===== src/rtl/psr_pkg.sv =====
// Purpose: shared defaults and flag bit positions for the processor status register stack.
// Latency: n/a (constants only).
// Backpressure: n/a.
package psr_pkg;
    localparam int PSR_WIDTH_DEF = 16;
    localparam int PSR_DEPTH_DEF = 4;

    // Flag bit positions inside the status word
    localparam int FLAG_C = 0;
    localparam int FLAG_L = 2;
    localparam int FLAG_F = 5;
    localparam int FLAG_Z = 6;
    localparam int FLAG_N = 7;
endpackage


===== src/rtl/psr_lifo.sv =====
// Purpose: saved-flag LIFO (storage + occupancy counter) for psr_stack.
// Latency: push/pop take effect on the next rising clk edge; dout/full/empty decode registered state.
// Backpressure: none; push when full and pop when empty are dropped, push+pop together is a no-op.
// Ports: clk, reset (async active-low), push, pop, din -> dout (top-of-stack), level, full, empty.
module psr_lifo
    import psr_pkg::*;
#(
    parameter  int WIDTH = PSR_WIDTH_DEF,
    parameter  int DEPTH = PSR_DEPTH_DEF,
    localparam int LW    = $clog2(DEPTH + 1)
) (
    input  logic             clk,
    input  logic             reset,
    input  logic             push,
    input  logic             pop,
    input  logic [WIDTH-1:0] din,
    output logic [WIDTH-1:0] dout,
    output logic [LW-1:0]    level,
    output logic             full,
    output logic             empty
);
    logic [WIDTH-1:0] stack [DEPTH];
    logic             do_push;
    logic             do_pop;

    assign full    = (level == LW'(DEPTH));
    assign empty   = (level == '0);
    // Simultaneous push and pop cancel out: nothing moves.
    assign do_push = push && !pop && !full;
    assign do_pop  = pop && !push && !empty;

    always_ff @(posedge clk or negedge reset) begin
        if (!reset) begin
            level <= '0;
            for (int i = 0; i < DEPTH; i++) begin
                stack[i] <= '0;
            end
        end else begin
            if (do_push) begin
                level <= level + LW'(1);
            end else if (do_pop) begin
                level <= level - LW'(1);
            end
            for (int i = 0; i < DEPTH; i++) begin
                if (do_push && (level == LW'(i))) begin
                    stack[i] <= din;
                end
            end
        end
    end

    // Top of stack is entry level-1; reads zero when empty.
    always_comb begin
        dout = '0;
        for (int i = 0; i < DEPTH; i++) begin
            if (level == LW'(i + 1)) begin
                dout = stack[i];
            end
        end
    end
endmodule


===== src/rtl/psr_stack.sv =====
// Purpose: processor status register with masked update and a save/restore stack for calls/interrupts.
// Latency: 1 cycle; read_flags/level/errors reflect the edge that caused them.
// Backpressure: none; push-when-full raises overflow, pop-when-empty raises underflow, op is dropped.
// Ports: clk, reset (async active-low), flags_in/flag_we (masked write), push, pop, err_clr ->
//        read_flags, level, full, empty, overflow, underflow.
// Config: define PSR_STICKY_ERR_EN for sticky error flags cleared by err_clr; otherwise one-cycle pulses.
module psr_stack
    import psr_pkg::*;
#(
    parameter  int WIDTH = PSR_WIDTH_DEF,
    parameter  int DEPTH = PSR_DEPTH_DEF,
    localparam int LW    = $clog2(DEPTH + 1)
) (
    input  logic             clk,
    input  logic             reset,
    input  logic [WIDTH-1:0] flags_in,
    input  logic [WIDTH-1:0] flag_we,
    input  logic             push,
    input  logic             pop,
    input  logic             err_clr,
    output logic [WIDTH-1:0] read_flags,
    output logic [LW-1:0]    level,
    output logic             full,
    output logic             empty,
    output logic             overflow,
    output logic             underflow
);
    logic [WIDTH-1:0] cur;
    logic [WIDTH-1:0] cur_nxt;
    logic [WIDTH-1:0] top;
    logic             restore;
    logic             ovf_evt;
    logic             unf_evt;

    psr_lifo #(
        .WIDTH (WIDTH),
        .DEPTH (DEPTH)
    ) u_lifo (
        .clk   (clk),
        .reset (reset),
        .push  (push),
        .pop   (pop),
        .din   (cur),
        .dout  (top),
        .level (level),
        .full  (full),
        .empty (empty)
    );

    assign restore = pop && !push && !empty;
    assign ovf_evt = push && !pop && full;
    assign unf_evt = pop && !push && empty;

    // A successful restore overrides the masked write for that cycle.
    always_comb begin
        cur_nxt = (cur & ~flag_we) | (flags_in & flag_we);
        if (restore) begin
            cur_nxt = top;
        end
    end

    always_ff @(posedge clk or negedge reset) begin
        if (!reset) begin
            cur <= '0;
        end else begin
            cur <= cur_nxt;
        end
    end

    assign read_flags = cur;

`ifdef PSR_STICKY_ERR_EN
    // New error beats err_clr in the same cycle.
    always_ff @(posedge clk or negedge reset) begin
        if (!reset) begin
            overflow  <= 1'b0;
            underflow <= 1'b0;
        end else begin
            if (ovf_evt) begin
                overflow <= 1'b1;
            end else if (err_clr) begin
                overflow <= 1'b0;
            end
            if (unf_evt) begin
                underflow <= 1'b1;
            end else if (err_clr) begin
                underflow <= 1'b0;
            end
        end
    end
`else
    logic unused_err_clr;
    assign unused_err_clr = err_clr;

    always_ff @(posedge clk or negedge reset) begin
        if (!reset) begin
            overflow  <= 1'b0;
            underflow <= 1'b0;
        end else begin
            overflow  <= ovf_evt;
            underflow <= unf_evt;
        end
    end
`endif
endmodule


===== config.mk =====
export PLATFORM = sky130hd
export DESIGN_NAME = psr_stack
export DESIGN_NICKNAME = d
export VERILOG_FILES = /design/src/rtl/psr_pkg.sv /design/src/rtl/psr_lifo.sv /design/src/rtl/psr_stack.sv
export SDC_FILE = /design/constraint.sdc
export NUM_CORES = 1
export LEC_CHECK = 0
export ABC_CLOCK_PERIOD_IN_PS = 3290
export BUFFER_PORTS_ARGS = -buffer_cell sky130_fd_sc_hd__buf_2
export CAP_MARGIN = 10
export CORE_MARGIN = 2
export CORE_UTILIZATION = 41
export CTS_BUF_LIST = sky130_fd_sc_hd__clkbuf_4 sky130_fd_sc_hd__clkbuf_8
export CTS_CLUSTER_DIAMETER = 40
export DETAILED_ROUTE_END_ITERATION = 10
export SYNTH_ARGS = -nofsm -noshare
export SYNTH_HDL_FRONTEND = slang
export SYNTH_SLANG_ARGS = --single-unit

===== constraint.sdc =====
create_clock -name clk -period 3.29 [get_ports clk]
set_input_delay 0.329 -clock clk [delete_from_list [all_inputs] [get_ports clk]]
set_output_delay 0.329 -clock clk [all_outputs]
set_load 0.01 [all_outputs]

== Word level (Yosys, flattened, before mapping) ==
Cells that the tools add are included.
Widths: inputs -> output; s select.
Storage, ports and cells
  logic and storage cells: 41
  output and inout bits: 23
  bits of input ports: 37
  register bits: 85
Cells by class
  bitwise logic cells: 4
  reduce and logical (&&, ||, !) cells: 16
  $add $sub $neg: 2
  muxes and demuxes: 7
  eq/ne operators: 4
Operators by type and width (count)
  $mux 16: 5
  $and 16x16->16: 2
  $not 16->16: 1
  $or 16x16->16: 1
  $logic_and 1x1->1: 10
  $eq 3x2->1 const B: 2
  $mux 3: 2
  $logic_not 1->1: 4
  $add 3x1->3 const B: 1
  $eq 3x1->1 const B: 1
  $eq 3x3->1 const B: 1
  $logic_not 3->1: 1
  $sub 3x1->3 const B: 1
  $reduce_bool 2->1: 1

== Longest topological paths before layout ==
Gate-level depths: netlist (run 1).
  word-level depth: 6
  mapped depth: 10
  depth with buffers taken out: 6

== Cells and area by module ==
Synthesis (run 1) repeated with hierarchy kept, for this count alone.
Unflattened totals
  cells, all modules: 310
  area, all modules: 4225.3 sq um
By module, submodules not included
  psr_lifo: area each 3319.4 sq um, cells each 254, sequential area each 1676.6 sq um, times used 1
  psr_stack: area each 905.9 sq um, cells each 56, sequential area each 450.4 sq um, times used 1

== Least setup slack after synthesis (run 1) ==
OpenSTA, ideal clock, no wires.
  path kind: reg-to-reg
  start point: register u_lifo.level[2]
  end point: register (tool-made name)
  required time: 3.189 ns
  library setup time: 0.101 ns
  setup slack: 0.675 ns
  path buffers: 5
  arrival time: 2.514 ns
  cell stages (with the launch flop): 11
  clock period less this slack: 2.615 ns
  path through: dfrtp_1 buf_2 buf_2 buf_1 inv_1 ha_1 buf_2 nor3b_2 clkbuf_1 a221oi_1 o32ai_1
RTL lines
  from (decl): line psr_lifo.sv:18  | output logic [LW-1:0] level,
  from (signal assigned): line psr_lifo.sv:40  | level <= level + LW'(1);
  from (signal assigned): line psr_lifo.sv:42  | level <= level - LW'(1);

==> flow_summary.yaml, run 1 <==
cells_and_area:
  final_util: 0.486
  final_cell_area_sq_um: 4680
  multi_input_area_sq_um: 1730
  seq_area_sq_um: 2130
  syn_to_final_growth_pct: 16.6
  final_layout_size_suffix_gt1_frac: 0.460
  fin_nets: 399
  n_antenna_cell: 0
  fillCellCount: 908
placed_design:
  portBuffers: 58
  placed_cell_area_sq_um: 4480
  pre_cts_ws_ps: 913
  gp_congestion: 0.764
  dp_hpwl_um: 5680
worst_setup_path:
  startpoint_type: "flip-flop"
  critPathCaptureType: "flip-flop"
  critPathMaxFanout: 10
  worstSetupPathType: "reg2reg"
  required_ps: 3510
  path_buf_inv: 3
  critPathMaxStageDelay_ps: 600
  rr_worst_depth: 7
  critical_path.top_delay_family: "simple AND/OR/NAND/NOR gates"
  cpMaxStageDelayCell: "nor2_1"
  crit_top_cell: "inv_1"
  worstPathCellList: "inv_1, ha_1, nand2b_1, inv_1, nor2_1, buf_4, o32ai_1"
  crit_cells: 7
  critPathArrivalTime_ps: 2540
logic_synthesis:
  syn-num-nets: 333
  ys_seq_elements: 85
  synth_flop_cell: "dfrtp_1"
  async_reset_ff_frac: 1.00
  synth_area_sq_um: 4010
  synth_cell_type_count: 38
  yosysWarnings: 0
  syn_avg_cell_area_sq_um: 13.8
  yosysSeqAreaShare: 0.530
  synthCells: 290
  synth_edf_count: 0
sta:
  setup_violations: 0
  slew_headroom: 0.270
  final_hold_viol_count: 0
  rsz0062_at_grt: "no"
  fin_ws_ps: 972
  fin_hold_ws_ps: 155
  min_period_ps: 2320
  worst_pin_slew_ps: 1100
  skew_ps: 16.5
  finalSetupTns_ps: 0
  drv_slew: 0
  timing.final.crit_share: 0.705
  fmax_mhz: 431
grt:
  gr-usage-all-layers: 0.177
  grt_pass1_vias: 2612
  grt_max_degree: 86
  antenna_found_initial: 0
  grt_pass1_wl_um: 14100
  grt_use_met3: 0.0312
  met2_usage: 0.283
  grtUsageMet1: 0.247
  grt-busiest-layer: "met2"
  grt-ovfl-total: 0
routing:
  routed_wirelength_um: 8880
  drtPass1Iterations: 4
  viasPerCell: 5.34
  vias: 2637
  drcViolationCount: 0
  drt-wirelength-per-cell_um: 18.0
  ant_nets: 0
  drt_iter0_markers: 116
cts:
  cts_buffer_depth: 2
  cts_buffers: 9
  post_cts_buffers: 0
  clock-sinks: 85
  hold_buffers: 0
  clk_latency_ps: 360
  cts_tree: "done"
  cts_resized: 0
  cts.clk_slew.worst_paths_ps: 90
  ctsRootBufferMaster: "clkbuf_8"
  htreeDepth: 3
job:
  maxCapViolCount: 0
die:
  core_sq_um: 9640
  dieArea_sq_um: 10600
  placementRows: 36
  start_util: 0.416
  die_w_um: 103
  boundaryPins: 60
  die_y_um: 103
min_path:
  min_path_type: "in2async"
power:
  p_leak_nw: 2.21
  pwr_density_cell_nw_per_um2: 896
  peakVddDrop_uv: 337
outcome:
  status: "finished, final reports clean"
[cell usage in the layout, fill, tap and decap left out, types with 2 or more instances in the layout]
cell | netlist | routed
inv_6 | 0 | 2
a21oi_1 | 16 | 16
mux2_4 | 10 | 10
nor3b_2 | 3 | 3
mux2i_1 | 16 | 16
xor2_1 | 2 | 2
inv_1 | 4 | 4
a221oi_1 | 17 | 17
a22o_1 | 16 | 16
dfrtp_1 | 85 | 85
nor3_1 | 2 | 2
mux2_2 | 54 | 54
o32ai_1 | 16 | 16
clkbuf_8 | 0 | 9
o21ai_0 | 2 | 2
buf_2 | 7 | 57
buf_4 | 2 | 20
ha_1 | 6 | 6
nor2_1 | 2 | 2
[cells in the mapped netlist, types with 2 or more instances]
cell type / instances / share of area
dfrtp_1: 85 / 0.53
mux2_2: 54 / 0.15
a221oi_1: 17 / 0.037
a21oi_1: 16 / 0.020
a22o_1: 16 / 0.035
mux2i_1: 16 / 0.040
o32ai_1: 16 / 0.035
mux2_4: 10 / 0.037
buf_2: 7 / 0.0087
clkbuf_1: 7 / 0.0065
ha_1: 6 / 0.019
inv_1: 4 / 0.0037
buf_6: 3 / 0.0084
nor3b_2: 3 / 0.0094
buf_1: 2 / 0.0019
buf_4: 2 / 0.0037
nor2_1: 2 / 0.0019
nor3_1: 2 / 0.0025
o21ai_0: 2 / 0.0025
xor2_1: 2 / 0.0044
[where the power goes]
part | internal, mW | switching [mW]
Clock | 0.362 | 0.403
Sequential | 1.49 | 0.301
Combinational | 0.838 | 0.802
Total | 2.69 | 1.51
[worst paths after layout]
path	start	endpoint	slack [ps]
min	reset	asynchronous set/reset pin	160
min in group clk	flags_in[7]	flip-flop	260
min reg2reg	u_lifo.stack[2]$_DFFE_PN0P_	u_lifo.stack[2]$_DFFE_PN0P_	510
max in group asynchronous	reset	asynchronous set/reset pin	2410
max	u_lifo.level[0]$_DFFE_PN0P_	flip-flop	970
max reg2reg	u_lifo.level[0]$_DFFE_PN0P_	flip-flop	970
[metrics by stage]
stage / instances / total power, mW
finish: 494 / 4.19
global route: 494 / 4.49
CTS: 494 / 4.25
detailed placement: 478 / 3.48
global placement: 478 / 3.42
floorplan: 290 / 2.92
[area by class of cell]
| cell class | instances | area share |
|---|---|---|
| Sequential cell | 85 | 0.454 |
| Multi-Input combinational cell | 178 | 0.370 |
| Timing Repair Buffer | 77 | 0.0930 |
| Tap cell | 133 | 0.0355 |
| Clock buffer | 9 | 0.0265 |
| Clock inverter | 7 | 0.0171 |
| Inverter | 5 | 0.00401 |
[layer usage]
| metal | vias up | wire length [um] | part of all wire |
|---|---|---|---|
| li1 | 1244 | - | - |
| met1 | 1345 | 4200 | 0.47 |
| met2 | 41 | 4370 | 0.49 |
| met3 | 7 | 248 | 0.028 |
| met4 | 0 | 64 | 0.0072 |
| met5 | - | 0 | 0 |
[logic make-up (layout without fill, tap and decap cells)]
kind of cell / after synthesis / after routing / share of synthesized area
compound gates: 71 / 71 / 0.137
xor+xnor: 3 / 3 / 0.00655
fa+ha+maj: 6 / 6 / 0.0187
buf+inv: 27 / 98 / 0.0390
flops: 85 / 85 / 0.530
mux: 80 / 80 / 0.229
simple gates: 18 / 18 / 0.0396
(Power assumes the default switching activity.)
==> run 2: changes to the inputs <==
- ABC_CLOCK_PERIOD_IN_PS: 3290 -> 1900
- clock period: 3.29 -> 1.9 ns (I/O delays scaled with it)
==> flow_summary.yaml, run 2 (synthesis gave the netlist of run 1 again) <==
outcome:
  status: "finished, final reports clean"
cts:
  clock-sinks: 85
  cts_buffer_depth: 2
  clk_latency_ps: 360
  cts_tree: "done"
  cts_buffers: 9
  cts.clk_slew.worst_paths_ps: 100
  htreeDepth: 3
  ctsRootBufferMaster: "clkbuf_8"
grt:
  grt_max_degree: 56
  grt-ovfl-total: 0
  antenna_found_initial: 0
  grt_pass1_vias: 2818
  grt_pass1_wl_um: 14900
  gr-usage-all-layers: 0.188
min_path:
  hp-start: "flags_in[6]"
  min_path_type: "in2reg"
  hold_depth: 3
sta:
  drv_slew: 0
  min_period_ps: 1860
  timing.final.crit_share: 0.981
  fmax_mhz: 536
  final_hold_viol_count: 0
  rsz0062_at_grt: "yes"
  worst_pin_slew_ps: 428
  fin_ws_ps: 35.3
  setup_violations: 0
  finalSetupTns_ps: 0
  skew_ps: 13.3
  slew_headroom: 0.715
  fin_hold_ws_ps: 120
worst_setup_path:
  rr_worst_depth: 7
  critPathCaptureType: "flip-flop"
  required_ps: 2150
  worstPathCellList: "inv_1, ha_2, buf_12, nand2b_1, nor2_2, buf_4, mux2_2"
  critPathMaxFanout: 20
  rrSetupSlack_ps: 40
  critPathMaxStageDelay_ps: 440
  rr_endpoint: "u_lifo.stack[50]$_DFFE_PN0P_"
  worstSetupPathType: "reg2reg"
  cpMaxStageDelayCell: "dfrtp_1"
  startpoint_type: "flip-flop"
  critPathArrivalTime_ps: 2110
  path_buf_inv: 3
  critical_path.top_delay_family: "buffers and inverters"
  r2r_start: "u_lifo.level[1]$_DFFE_PN0P_"
cells_and_area:
  final_cell_mix: "dfrtp_1 (85), buf_2 (57), mux2_2 (54)"
  final_common_cell: "dfrtp_1"
  multi_input_area_sq_um: 1840
  fillCellCount: 867
  final_layout_size_suffix_gt1_frac: 0.528
  seq_area_sq_um: 2130
  n_antenna_cell: 0
  fin_nets: 415
  final_cell_area_sq_um: 5030
  final_cells: 510
  final_util: 0.522
  syn_to_final_growth_pct: 25.3
die:
  dieArea_sq_um: 10600
  die_w_um: 103
  boundaryPins: 60
  die_y_um: 103
  placementRows: 36
  core_sq_um: 9640
  start_util: 0.416
power:
  p_clk_frac: 0.183
  p_total_mw: 8.01
  sw_frac_of_total: 0.354
  p_leak_nw: 2.35
  p_sw_mw: 2.84
  combPwrFrac: 0.421
  p_int_mw: 5.17
  pwr_density_cell_nw_per_um2: 1590
  seq_power_share: 0.396
  peakVddDrop_uv: 662
placed_design:
  portBuffers: 58
  dp_hpwl_um: 5950
  placed_cell_area_sq_um: 4670
  post-place-cells: 487
  pre_cts_ws_ps: 0.973
  gp_congestion: 0.776
routing:
  ant_nets: 0
  vias: 2764
  wl_met3_um: 277
  viasPerCell: 5.42
  met2_length_um: 4600
  met1_length_um: 4410
  drt_iter0_markers: 113
  routed_wirelength_um: 9380
  drcViolationCount: 0
  highest_layer: "met4"
  drt-wirelength-per-cell_um: 18.4
  drtPass1Iterations: 4
job:
  maxCapViolCount: 0
## run 2: cell types whose count changed in the layout (fill, tap and decap cells not counted), moves of 2 or more
cell      previous run  this run
buf_4               20        23
inv_1                4         2
ha_1                 6         2
buf_12               0         5
ha_4                 0         2
a221oi_2             0        10
buf_6                0         7
ha_2                 0         2
a221oi_1            17         7
## run 2: metal layers
metal | GRT usage | vias up
met1 | 0.251 | 1418
met3 | 0.0353 | 9
met5 | 0 | -
met4 | 0.0638 | 0
li1 | - | 1281
met2 | 0.308 | 56
## run 2: area by class of cell
cell class | count | area share
flip-flops and latches | 85 | 0.423
multi-input cells | 178 | 0.366
repair buffers | 93 | 0.129
well taps | 133 | 0.0331
clock buffers | 9 | 0.0246
clock inverters | 7 | 0.0209
inverters | 5 | 0.00423
## run 2: what timing repair did
item,4_1_cts,5_1_grt
resized for setup,0,16
endpoints found under the hold margin,30,0
endpoints found under the setup margin,6,61
gates cloned,0,0
buffers inserted,3,3
hold buffers,1,0
pin swaps,0,6
## run 2: worst max-delay path by stage
stage                                           start                            to  slack (ps)  cells past startpoint
final                     u_lifo.level[1]$_DFFE_PN0P_  u_lifo.stack[50]$_DFFE_PN0P_          40                      7
after detailed placement  u_lifo.level[1]$_DFFE_PN0P_   u_lifo.stack[8]$_DFFE_PN0P_           1                      6
after CTS                 u_lifo.level[1]$_DFFE_PN0P_  u_lifo.stack[14]$_DFFE_PN0P_           9                      6
after floorplan           u_lifo.level[2]$_DFFE_PN0P_  u_lifo.stack[10]$_DFFE_PN0P_        -260                     10
after global routing      u_lifo.level[1]$_DFFE_PN0P_  u_lifo.stack[53]$_DFFE_PN0P_         -20                      7
after global placement    u_lifo.level[1]$_DFFE_PN0P_  u_lifo.stack[10]$_DFFE_PN0P_          20                      6
## run 2: power by group through the flow
stage	logic (mW)	clock network, mW	registers [mW]
floorplan	2.20	0	3.10
global placement	3.11	0	3.15
detailed placement	3.18	0	3.19
CTS	3.24	1.51	3.16
global route	3.66	1.60	3.27
finish	3.38	1.46	3.17
## run 2: worst reg2reg max path: stages (launching register included)
cell	delay, ps
dfrtp_1	440
inv_1	100
ha_2	200
buf_12	170
nand2b_1	130
nor2_2	170
buf_4	200
mux2_2	350
==> run 3: changes to the inputs <==
- ABC_CLOCK_PERIOD_IN_PS: 1900 -> 1800
- clock period: 1.9 -> 1.8 ns (I/O delays scaled with it)
==> flow_summary.yaml, run 3 (synthesis gave the netlist of run 1 again) <==
min_path:
  hold_depth: 3
  min_path_type: "in2reg"
  hp-start: "flags_in[3]"
cells_and_area:
  final_common_cell: "dfrtp_1"
  final_layout_size_suffix_gt1_frac: 0.572
  seq_area_sq_um: 2130
  fillCellCount: 863
  multi_input_area_sq_um: 1970
  fin_nets: 420
  final_util: 0.546
  n_antenna_cell: 0
  final_cell_mix: "dfrtp_1 (83), buf_2 (57), mux2_2 (54)"
  syn_to_final_growth_pct: 31.2
worst_setup_path:
  worstPathCellList: "inv_4, ha_4, and2_4, or3b_4, clkbuf_16, mux2_4"
  required_ps: 2040
  startpoint_type: "flip-flop"
  rr_worst_depth: 6
  rr_endpoint: "u_lifo.stack[7]$_DFFE_PN0P_"
  cpMaxStageDelayCell: "dfrtp_2"
  critical_path.top_delay_family: "simple AND/OR/NAND/NOR gates"
  rrSetupSlack_ps: -20
  critPathArrivalTime_ps: 2060
  worstSetupPathType: "reg2reg"
  path_buf_inv: 2
  critPathMaxStageDelay_ps: 440
  critPathCaptureType: "flip-flop"
  r2r_start: "u_lifo.level[0]$_DFFE_PN0P_"
  critPathMaxFanout: 5
placed_design:
  portBuffers: 58
  dp_hpwl_um: 6190
  pre_cts_ws_ps: -58.2
  gp_congestion: 0.749
sta:
  fin_ws_ps: -18.7
  finalSetupTns_ps: -155
  worst_pin_slew_ps: 341
  skew_ps: 7.81
  drv_slew: 0
  slew_headroom: 0.773
  final_hold_viol_count: 0
  min_period_ps: 1820
  setup_violations: 10
  timing.final.crit_share: 1.01
  rsz0062_at_grt: "yes"
  fmax_mhz: 550
power:
  combPwrFrac: 0.442
  p_total_mw: 8.84
  pwr_density_cell_nw_per_um2: 1680
  p_clk_frac: 0.172
  sw_frac_of_total: 0.358
  peakVddDrop_uv: 690
  p_leak_nw: 2.43
  p_sw_mw: 3.16
  p_int_mw: 5.68
  seq_power_share: 0.386
grt:
  gr-usage-all-layers: 0.190
  antenna_found_initial: 0
  grt_max_degree: 42
  grt_pass1_vias: 2852
  grt-ovfl-total: 0
  grt_pass1_wl_um: 15100
routing:
  vias: 2795
  drcViolationCount: 0
  viasPerCell: 5.44
  routed_wirelength_um: 10000
  ant_nets: 0
  drt_iter0_markers: 78
  drtPass1Iterations: 4
  drt-wirelength-per-cell_um: 19.5
cts:
  cts_buffers: 9
  htreeDepth: 3
  clock-sinks: 85
  clk_latency_ps: 350
  cts.clk_slew.worst_paths_ps: 90
  cts_buffer_depth: 2
  ctsRootBufferMaster: "clkbuf_8"
  cts_tree: "done"
job:
  maxCapViolCount: 0
die:
  die_y_um: 103
  dieArea_sq_um: 10600
  core_sq_um: 9640
  boundaryPins: 60
  placementRows: 36
  die_w_um: 103
  start_util: 0.416
outcome:
  status: "finished, violations left"
  failed_checks: "setup timing"
[run 3: power groups by stage]
stage	clock [mW]	sequential [mW]	combinational (mW)
after floorplan	0	3.27	2.35
after global placement	0	3.34	3.37
after detailed placement	0	3.38	3.41
after CTS	1.56	3.35	3.52
after global routing	1.64	3.53	4.21
final	1.52	3.42	3.91
[run 3: how the worst max path moves through the flow]
stage                                startpoint                      endpoint  slack [ps]  cells after the start
global route        u_lifo.level[1]$_DFFE_PN0P_                     flip-flop         -80                      7
finish              u_lifo.level[0]$_DFFE_PN0P_   u_lifo.stack[7]$_DFFE_PN0P_         -20                      6
floorplan           u_lifo.level[2]$_DFFE_PN0P_  u_lifo.stack[10]$_DFFE_PN0P_        -360                     10
global placement    u_lifo.level[0]$_DFFE_PN0P_  u_lifo.stack[12]$_DFFE_PN0P_         -30                      5
CTS                 u_lifo.level[1]$_DFFE_PN0P_  u_lifo.stack[13]$_DFFE_PN0P_         -30                      5
detailed placement  u_lifo.level[0]$_DFFE_PN0P_  u_lifo.stack[14]$_DFFE_PN0P_         -60                      6
[run 3: per-stage QoR]
| step | area (sq um) | instances | hold WS (ps) |
|---|---|---|---|
| 5_1_grt | 5270 | 514 | 112 |
| 3_3_place_gp | 4740 | 490 | 89.2 |
| 2_1_floorplan | 4140 | 290 | -116 |
| 6_report | 5270 | 514 | 108 |
| 3_5_place_dp | 4740 | 490 | 87.0 |
| 4_1_cts | 5010 | 509 | 99.5 |
[run 3: layout make-up]
cell class	instances	share of cell area
inverters	5	0.00452
flip-flops and latches	85	0.404
repair buffers	98	0.143
well taps	133	0.0316
multi-input cells	178	0.374
clock inverters	5	0.0159
clock buffers	10	0.0261
[run 3: worst min-delay path, stage by stage]
cell	delay, ps
buf_2	70
mux2i_1	60
o32ai_1	110
[run 3: per-layer routing]
metal / vias to the layer above / part of all wire / track usage
li1: 1285 / - / -
met1: 1439 / 0.44 / 0.243
met2: 64 / 0.52 / 0.328
met3: 7 / 0.036 / 0.0346
met4: 0 / 0.0081 / 0.0587
met5: - / 0 / 0
[run 3: timing repair]
item                                   in CTS  in global routing
setup endpoints to repair                  44                 78
gates resized for setup                     6                 29
pin swaps                                   0                  3
hold buffers                                1                  0
cloned                                      0                  3
endpoints found under the hold margin      18                  0
buffers inserted                            3                  2
